File: src/rtl/lcd_bus_pkg.sv
// Shared types and default timing for the 8080-style LCD bus sequencer.
package lcd_bus_pkg;

  typedef enum logic [2:0] {
    StRstLow,
    StRstWait,
    StIdle,
    StSetup,
    StStrobe,
    StHold
  } state_e;

  localparam int unsigned DefWrLowCyc   = 2;
  localparam int unsigned DefWrHighCyc  = 2;
  localparam int unsigned DefRdLowCyc   = 8;
  localparam int unsigned DefRdHighCyc  = 4;
  localparam int unsigned DefRstLowCyc  = 500000;
  localparam int unsigned DefRstWaitCyc = 2500000;

  localparam int unsigned BlCntW = 8;

  function automatic int unsigned max2(input int unsigned a, input int unsigned b);
    return (a > b) ? a : b;
  endfunction

endpackage

File: src/rtl/lcd_bl_pwm.sv
// Backlight PWM: free-running 8-bit counter, duty shadowed at the wrap so edits never glitch.
module lcd_bl_pwm
  import lcd_bus_pkg::*;
(
  input  logic              clk_i,
  input  logic              rst_i,
  input  logic [BlCntW-1:0] duty_i,
  output logic              pwm_o
);

  logic [BlCntW-1:0] cnt_q, cnt_d;
  logic [BlCntW-1:0] duty_q, duty_d;

  always_comb begin
    cnt_d  = cnt_q + 1'b1;
    duty_d = (cnt_q == '1) ? duty_i : duty_q;
  end

  // Compare next-state values so pwm_o lines up with the counter value it reflects.
  always_ff @(posedge clk_i) begin
    if (rst_i) begin
      cnt_q  <= '0;
      duty_q <= '0;
      pwm_o  <= 1'b0;
    end else begin
      cnt_q  <= cnt_d;
      duty_q <= duty_d;
      pwm_o  <= (cnt_d < duty_d);
    end
  end

endmodule

File: src/rtl/lcd_bus_ctrl.sv
// 16-bit 8080-style TFT LCD bus sequencer with panel reset sequencing and backlight PWM.
module lcd_bus_ctrl
  import lcd_bus_pkg::*;
#(
  parameter int unsigned WR_LOW_CYC   = DefWrLowCyc,
  parameter int unsigned WR_HIGH_CYC  = DefWrHighCyc,
  parameter int unsigned RD_LOW_CYC   = DefRdLowCyc,
  parameter int unsigned RD_HIGH_CYC  = DefRdHighCyc,
  parameter int unsigned RST_LOW_CYC  = DefRstLowCyc,
  parameter int unsigned RST_WAIT_CYC = DefRstWaitCyc
) (
  input  logic        CLK_50,
  input  logic        RESET,
  input  logic        soft_rst,
  input  logic        cmd_valid,
  output logic        cmd_ready,
  input  logic        cmd_rs,
  input  logic        cmd_read,
  input  logic [15:0] cmd_wdata,
  output logic [15:0] rdata,
  output logic        rdata_valid,
  output logic        init_done,
  output logic        busy,
  input  logic [7:0]  bl_duty,
  output logic        bl_pwm,
  output logic        lcd_cs_n,
  output logic        lcd_rs,
  output logic        lcd_wr_n,
  output logic        lcd_rd_n,
  output logic        lcd_rst_n,
  output logic [15:0] lcd_data_o,
  output logic        lcd_data_oe,
  input  logic [15:0] lcd_data_i
);

  localparam int unsigned MaxCyc = max2(max2(max2(WR_LOW_CYC, WR_HIGH_CYC),
                                             max2(RD_LOW_CYC, RD_HIGH_CYC)),
                                        max2(RST_LOW_CYC, RST_WAIT_CYC));
  localparam int unsigned CntW = (MaxCyc > 2) ? $clog2(MaxCyc) : 1;

  localparam logic [CntW-1:0] WrLowLd   = CntW'(WR_LOW_CYC - 1);
  localparam logic [CntW-1:0] WrHighLd  = CntW'(WR_HIGH_CYC - 1);
  localparam logic [CntW-1:0] RdLowLd   = CntW'(RD_LOW_CYC - 1);
  localparam logic [CntW-1:0] RdHighLd  = CntW'(RD_HIGH_CYC - 1);
  localparam logic [CntW-1:0] RstLowLd  = CntW'(RST_LOW_CYC - 1);
  localparam logic [CntW-1:0] RstWaitLd = CntW'(RST_WAIT_CYC - 1);

  state_e          state_q;
  logic [CntW-1:0] cnt_q;
  logic            read_q;

  always_ff @(posedge CLK_50) begin
    if (RESET) begin
      state_q     <= StRstLow;
      cnt_q       <= RstLowLd;
      read_q      <= 1'b0;
      cmd_ready   <= 1'b0;
      rdata       <= '0;
      rdata_valid <= 1'b0;
      init_done   <= 1'b0;
      busy        <= 1'b1;
      lcd_cs_n    <= 1'b1;
      lcd_rs      <= 1'b1;
      lcd_wr_n    <= 1'b1;
      lcd_rd_n    <= 1'b1;
      lcd_rst_n   <= 1'b0;
      lcd_data_o  <= '0;
      lcd_data_oe <= 1'b0;
    end else begin
      rdata_valid <= 1'b0;
      unique case (state_q)
        StRstLow: begin
          if (cnt_q == '0) begin
            state_q   <= StRstWait;
            cnt_q     <= RstWaitLd;
            lcd_rst_n <= 1'b1;
          end else begin
            cnt_q <= cnt_q - 1'b1;
          end
        end
        StRstWait: begin
          if (cnt_q == '0) begin
            state_q   <= StIdle;
            init_done <= 1'b1;
            cmd_ready <= 1'b1;
            busy      <= 1'b0;
          end else begin
            cnt_q <= cnt_q - 1'b1;
          end
        end
        StIdle: begin
          // soft_rst wins over a simultaneous request.
          if (soft_rst) begin
            state_q   <= StRstLow;
            cnt_q     <= RstLowLd;
            lcd_rst_n <= 1'b0;
            init_done <= 1'b0;
            cmd_ready <= 1'b0;
            busy      <= 1'b1;
          end else if (cmd_valid && cmd_ready) begin
            state_q     <= StSetup;
            cnt_q       <= '0;
            read_q      <= cmd_read;
            cmd_ready   <= 1'b0;
            busy        <= 1'b1;
            lcd_cs_n    <= 1'b0;
            lcd_rs      <= cmd_rs;
            lcd_data_oe <= ~cmd_read;
            if (!cmd_read) lcd_data_o <= cmd_wdata;
          end
        end
        StSetup: begin
          if (cnt_q == '0) begin
            state_q <= StStrobe;
            if (read_q) begin
              lcd_rd_n <= 1'b0;
              cnt_q    <= RdLowLd;
            end else begin
              lcd_wr_n <= 1'b0;
              cnt_q    <= WrLowLd;
            end
          end else begin
            cnt_q <= cnt_q - 1'b1;
          end
        end
        StStrobe: begin
          if (cnt_q == '0) begin
            state_q  <= StHold;
            lcd_wr_n <= 1'b1;
            lcd_rd_n <= 1'b1;
            if (read_q) begin
              // Sampled on the last low cycle, presented with the first hold cycle.
              rdata       <= lcd_data_i;
              rdata_valid <= 1'b1;
              cnt_q       <= RdHighLd;
            end else begin
              cnt_q <= WrHighLd;
            end
          end else begin
            cnt_q <= cnt_q - 1'b1;
          end
        end
        StHold: begin
          if (cnt_q == '0) begin
            state_q     <= StIdle;
            lcd_cs_n    <= 1'b1;
            lcd_data_oe <= 1'b0;
            cmd_ready   <= 1'b1;
            busy        <= 1'b0;
          end else begin
            cnt_q <= cnt_q - 1'b1;
          end
        end
        default: begin
          state_q <= StRstLow;
          cnt_q   <= RstLowLd;
        end
      endcase
    end
  end

  lcd_bl_pwm u_bl_pwm (
    .clk_i  (CLK_50),
    .rst_i  (RESET),
    .duty_i (bl_duty),
    .pwm_o  (bl_pwm)
  );

endmodule

File: config.mk
export PLATFORM = sky130hd
export DESIGN_NAME = lcd_bus_ctrl
export DESIGN_NICKNAME = d
export VERILOG_FILES = /design/src/rtl/lcd_bus_pkg.sv /design/src/rtl/lcd_bl_pwm.sv /design/src/rtl/lcd_bus_ctrl.sv
export SDC_FILE = /design/constraint.sdc
export NUM_CORES = 1
export LEC_CHECK = 0
export BUFFER_PORTS_ARGS = -buffer_cell sky130_fd_sc_hd__buf_2
export CAP_MARGIN = 20
export CORE_ASPECT_RATIO = 0.8
export CORE_MARGIN = 1
export CORE_UTILIZATION = 25
export DETAILED_ROUTE_END_ITERATION = 10
export PLACE_DENSITY_LB_ADDON = 0.3
export SETUP_SLACK_MARGIN = 0.02
export SLEW_MARGIN = 5
export SYNTH_ARGS = -nofsm -noshare
export SYNTH_HDL_FRONTEND = slang
export SYNTH_SLANG_ARGS = --single-unit
File: constraint.sdc
create_clock -name CLK_50 -period 3.21 [get_ports CLK_50]
set_input_delay 0 -clock CLK_50 [delete_from_list [all_inputs] [get_ports CLK_50]]
set_output_delay 0 -clock CLK_50 [all_outputs]
set_load 0.01 [all_outputs]
Word-level counts from Yosys, hierarchy flattened:

Cells that the tools add are included.

* bits of input ports: 46
* output and inout port bits: 43
* register bits: 85

* eq/ne operators: 19
* order comparisons: 1
* add/subtract/negate cells: 2
* bitwise gates (word level): 4
* reduce and logical (&&, ||, !) cells: 21
* multiplexer cells: 40

Operator list (number)
* 2-to-1 mux 22 bit: 6
* case mux 22 bit (5 select lines): 1
* zero test 22 bit: 1
* inequality test 2 bit, second input constant: 11
* subtractor 22 x 1 -> 22 bit, second input constant: 1
* 2-to-1 mux 3 bit: 7
* case mux 1 bit (2 select lines): 8
* AND reduction 4 bit: 4
* 2-to-1 mux 1 bit: 15
* case mux 3 bit (5 select lines): 1
* AND reduction 3 bit: 5
* nonzero test 2 bit: 5
* adder 8 x 1 -> 8 bit, second input constant: 1
* equality test 8 bit, second input constant: 1
* less-than comparator 8 bit: 1
* 2-to-1 mux 8 bit: 1
* equality test 3 x 2 -> 1 bit, second input constant: 2
* equality test 3 bit, second input constant: 2
* AND reduction 5 bit: 1
* NOT 1 bit: 4
* equality test 3 x 1 -> 1 bit, second input constant: 1
* zero test 3 bit: 1
* inequality test 3 bit, second input constant: 1
* OR reduction 3 bit: 1
* 5 further kinds: 5

Logic depth before layout (Yosys ltp):

* word-level depth: 4
* gate-level depth with buffers: 10
* depth with buffers taken out: 9

Hierarchy:

A second synthesis with hierarchy kept.

* cell total of the unflattened synthesis: 472
* area, all modules: 4051.4 um^2

By module, submodules not included
* lcd_bus_ctrl: instances 1, cells each 390, area an instance 3230.6 um^2
* lcd_bl_pwm: instances 1, cells each 82, area an instance 820.8 um^2

Worst setup path before layout:

No wires, ideal clock.

* path type: reg-to-reg
* start point: reg u_bl_pwm.cnt_q[0]
* end point: reg u_bl_pwm.pwm_o
* data required time: 3096 ps
* library setup time: 114 ps
* path slack: 576 ps
* buffers on the path: 0
* arrival: 2520 ps
* stages on the path, launching flop included: 10
* cells stage by stage: dfxtp_1 ha_1 nand3_1 nor3_4 mux2i_1 ha_1 a21o_1 a211oi_1 a21oi_1 a2111oi_0

* longest elaborated chain between the ends: 3
* elaborated cells on any way between the ends: 4

Ends and longest elaborated chain
* start, declared: RTL line lcd_bl_pwm.sv:11 `logic [BlCntW-1:0] cnt_q, cnt_d;`
* start signal, assigned: RTL line lcd_bl_pwm.sv:26 `cnt_q <= cnt_d;`
* branches (longest 2 deep; another with adder 8 x 1 -> 8 bit)
* less-than comparator 8 bit *: RTL line lcd_bl_pwm.sv:28 `pwm_o <= (cnt_d < duty_d);`
* end signal, assigned: RTL line lcd_bl_pwm.sv:28
* end, declared: RTL line lcd_bl_pwm.sv:8 `output logic pwm_o`

Every way passes the cells marked *.
A chain may end at the register's enable or synchronous reset.

Worst setup path after layout:

Ends and elaborated chain as after synthesis.

==> out/metrics.cfg <==
[outcome]
status=complete, no violations

[die]
start_util_pct=26.2
io_pins=89
dieArea_um2=16500
core_region_area_um2=15300
die_h_um=115
die_w_um=144
rows=40

[worst_setup_path]
r2r-end=u_bl_pwm.pwm_o
rr_worst_depth=9
path_class=reg2reg
crit_chain=ha_1 -> nand3_1 -> nor3_4 -> mux2i_1 -> ha_1 -> a21o_1 -> a211oi_1 -> a21oi_1 -> a2111oi_0
critPathCaptureType=register
slowest_stage=dfxtp_1
reg2reg_from=u_bl_pwm.cnt_q[0]
max_stage_delay_ns=0.39
setup.worst_path.start_class=register
cp_top_family=compound AO/OA/AOI/OAI gates
critPathLaunch=u_bl_pwm.cnt_q[0]
path_buf_inv=0
critical_path_required_ns=3.44
worstPathMaxFanout=5
rrSetupSlack_ns=0.49
arrival_ns=2.96
cpMostUsedCell=ha_1

[timing]
max_freq_ghz=0.367
slew_viol_final=0
period_needed_ns=2.72
worst_slew_pin_slew_ns=0.654
setup_viol=0
relSlewSlack_pct=56.0
fin_hold_ws_ns=0.0239
finalClockSkew_ns=0.00813
rsz0062_at_grt=no
hold_viol_final=0
tns_ns=0
fin_crit_sh_pct=84.8
setup_ws_ns=0.487

[final_layout]
final_common_cell=buf_2
syn_to_final_growth_pct=33.4
seq_area_um2=1700
fillers=1625
final_cell_mix=buf_2, dfxtp_1, nand2_1, a21oi_1, dlygate4sd3_1
antennaDiodeCount=0
drive_gt1_share_pct=21.5
final_nets=655
multiInputGateArea_um2=2130

[clock_tree]
path_clk_slew_ns=0.07
cts_resized=0
cts-root-buf=clkbuf_16
cts_buffers=9
h-tree-depth=3
cts_buffer_depth=2
cts_tree=done
clk_latency_ns=0.34
cts_sinks=85

[route]
wl_per_cell_um=13.7
ant_nets=0
vias_per_cell=4.76
wirelength_um=11200
dr.pass1.iters=6
drtIter0Drc=212
drc=0
route.vias.total=3878

[min_path]
min_delay_path_depth=4
holdPathEnd=init_done
min_from=soft_rst
hold_class=in2reg

[place]
dp_hpwl_um=7530
io_buffers=88
place.gp.congestion=0.785
preCtsSetupSlack_ns=0.489

[job]
drv_cap=0

[yosys]
ys_warn_count=0
synth_top_area_cell=dfxtp_1
synth_area_um2=4010
synthCells=478
yosys.area.top_type_share_pct=42.5
synth_cell_type_count=60
syn_nets=533
yosys-top-cells-area=dfxtp_1, nand2_1, a21oi_1
synth_edf_count=0
synthFlopType=dfxtp_1
ys_seq_area_share_pct=42.5
synth-seq-cells=85
avgSynthCellArea_um2=8.38
async_flop_share_pct=0

[global_routing]
grt_pass1_wl_um=18300
grt_pass1_vias=3694
grt_max_degree=57
grt_util_all_layers_pct=14.1
grt_antenna_before_repair=0
overflow=0

[power]
irDropWorstVdd_v=0.000246
p_per_area_nw_per_um2=417
p_leak_nw=2.10

metrics by stage:
| step | utilization (%) | total power (W) | instance area (um2) | std cells |
|---|---|---|---|---|
| final | 34.9 | 0.00223 | 5340 | 815 |
| after CTS | 34.9 | 0.00227 | 5340 | 815 |
| after detailed placement | 30.2 | 0.00119 | 4630 | 757 |
| after floorplan | - | 0.00115 | 4010 | 478 |
| after global placement | 30.2 | 0.00119 | 4630 | 757 |
| after global routing | 34.9 | 0.00232 | 5340 | 815 |
cell families after synthesis:
logic type / count (synthesis) / share of synthesized area [%]
fa+ha+maj: 9 / 2.81
flops: 85 / 42.5
simple gates: 215 / 27.1
buf+inv: 36 / 4.37
mux: 9 / 2.25
xor+xnor: 10 / 2.19
compound gates: 114 / 18.8
cells in the mapped netlist (2+ instances only):
master and number:
dfxtp_1 85, nand2_1 81, a21oi_1 48, nor2_1 35, nand3_1 20, clkbuf_1 17
nor2b_1 15, nand4_1 14, nor3_1 14, o21ai_0 10, ha_1 9, mux2i_1 9
inv_1 8, a31oi_1 7, buf_2 7, o211ai_1 6, xnor2_1 6, nand2b_1 5
o31ai_1 5, a211oi_1 4, a211oi_2 4, and3_1 4, nand3b_1 4, or3_1 4
or4_1 4, xor2_1 4, a2111oi_0 3, and4_1 3, or2_2 3, a211o_1 2
a21o_1 2, a21oi_2 2, a22oi_1 2, and2_1 2, buf_6 2, o21ai_1 2
o221ai_1 2, o31a_1 2
worst reg2reg max path, cell delays in order, from the launching register on:
cell and delay [ns]:
dfxtp_1 0.39, ha_1 0.21, nand3_1 0.18, nor3_4 0.35, mux2i_1 0.28, ha_1 0.28
a21o_1 0.16, a211oi_1 0.29, a21oi_1 0.11, a2111oi_0 0.38
worst max-delay path by stage:
stage	end	cells after the start
CTS	u_bl_pwm.pwm_o	9
detailed placement	u_bl_pwm.pwm_o	9
floorplan	u_bl_pwm.pwm_o	9
global route	u_bl_pwm.pwm_o	9
finish	u_bl_pwm.pwm_o	9
global placement	u_bl_pwm.pwm_o	9
timing repair:
action | in CTS | in global routing
buffers inserted | 0 | 0
hold buffers | 42 | 0
hold endpoints to repair | 42 | 0
where the power goes:
| part | switching (W) | leakage (nW) | internal (W) | total, W |
|---|---|---|---|---|
| registers | 0.00000905 | 0.686 | 0.00106 | 0.00107 |
| clock network | 0.000478 | 0.145 | 0.000545 | 0.00102 |
| logic | 0.0000563 | 1.26 | 0.0000764 | 0.000133 |
sequential cells by signal (all words and copies together), names as in the netlist:
name / flops
u_bl_pwm.pwm_o: 1
rdata_valid: 1
cmd_ready: 1
lcd_rst_n: 1
rdata: 16
read_q: 1
lcd_rs: 1
lcd_data_o: 16
init_done: 1
busy: 1
lcd_data_oe: 1
u_bl_pwm.duty_q: 8
lcd_cs_n: 1
state_q: 3
u_bl_pwm.cnt_q: 8
cnt_q: 22
lcd_wr_n: 1
lcd_rd_n: 1
layout make-up:
| cell class | count | share of cell area [%] |
|---|---|---|
| inverters | 8 | 0.562 |
| flip-flops and latches | 85 | 31.8 |
| multi-input cells | 357 | 39.8 |
| well taps | 210 | 4.92 |
| repair buffers | 139 | 17.4 |
| clock inverters | 7 | 1.26 |
| clock buffers | 9 | 4.21 |
layer usage:
metal | part of all wire [%] | vias to the layer above | global-route usage (%)
met1 | 47 | 1799 | 18.4
li1 | - | 1957 | -
met5 | 0 | - | 0
met3 | 6.2 | 5 | 4.46
met2 | 46 | 117 | 22.7
met4 | 0.67 | 0 | 3.12
Note: power is estimated with default switching activity, not from simulation.
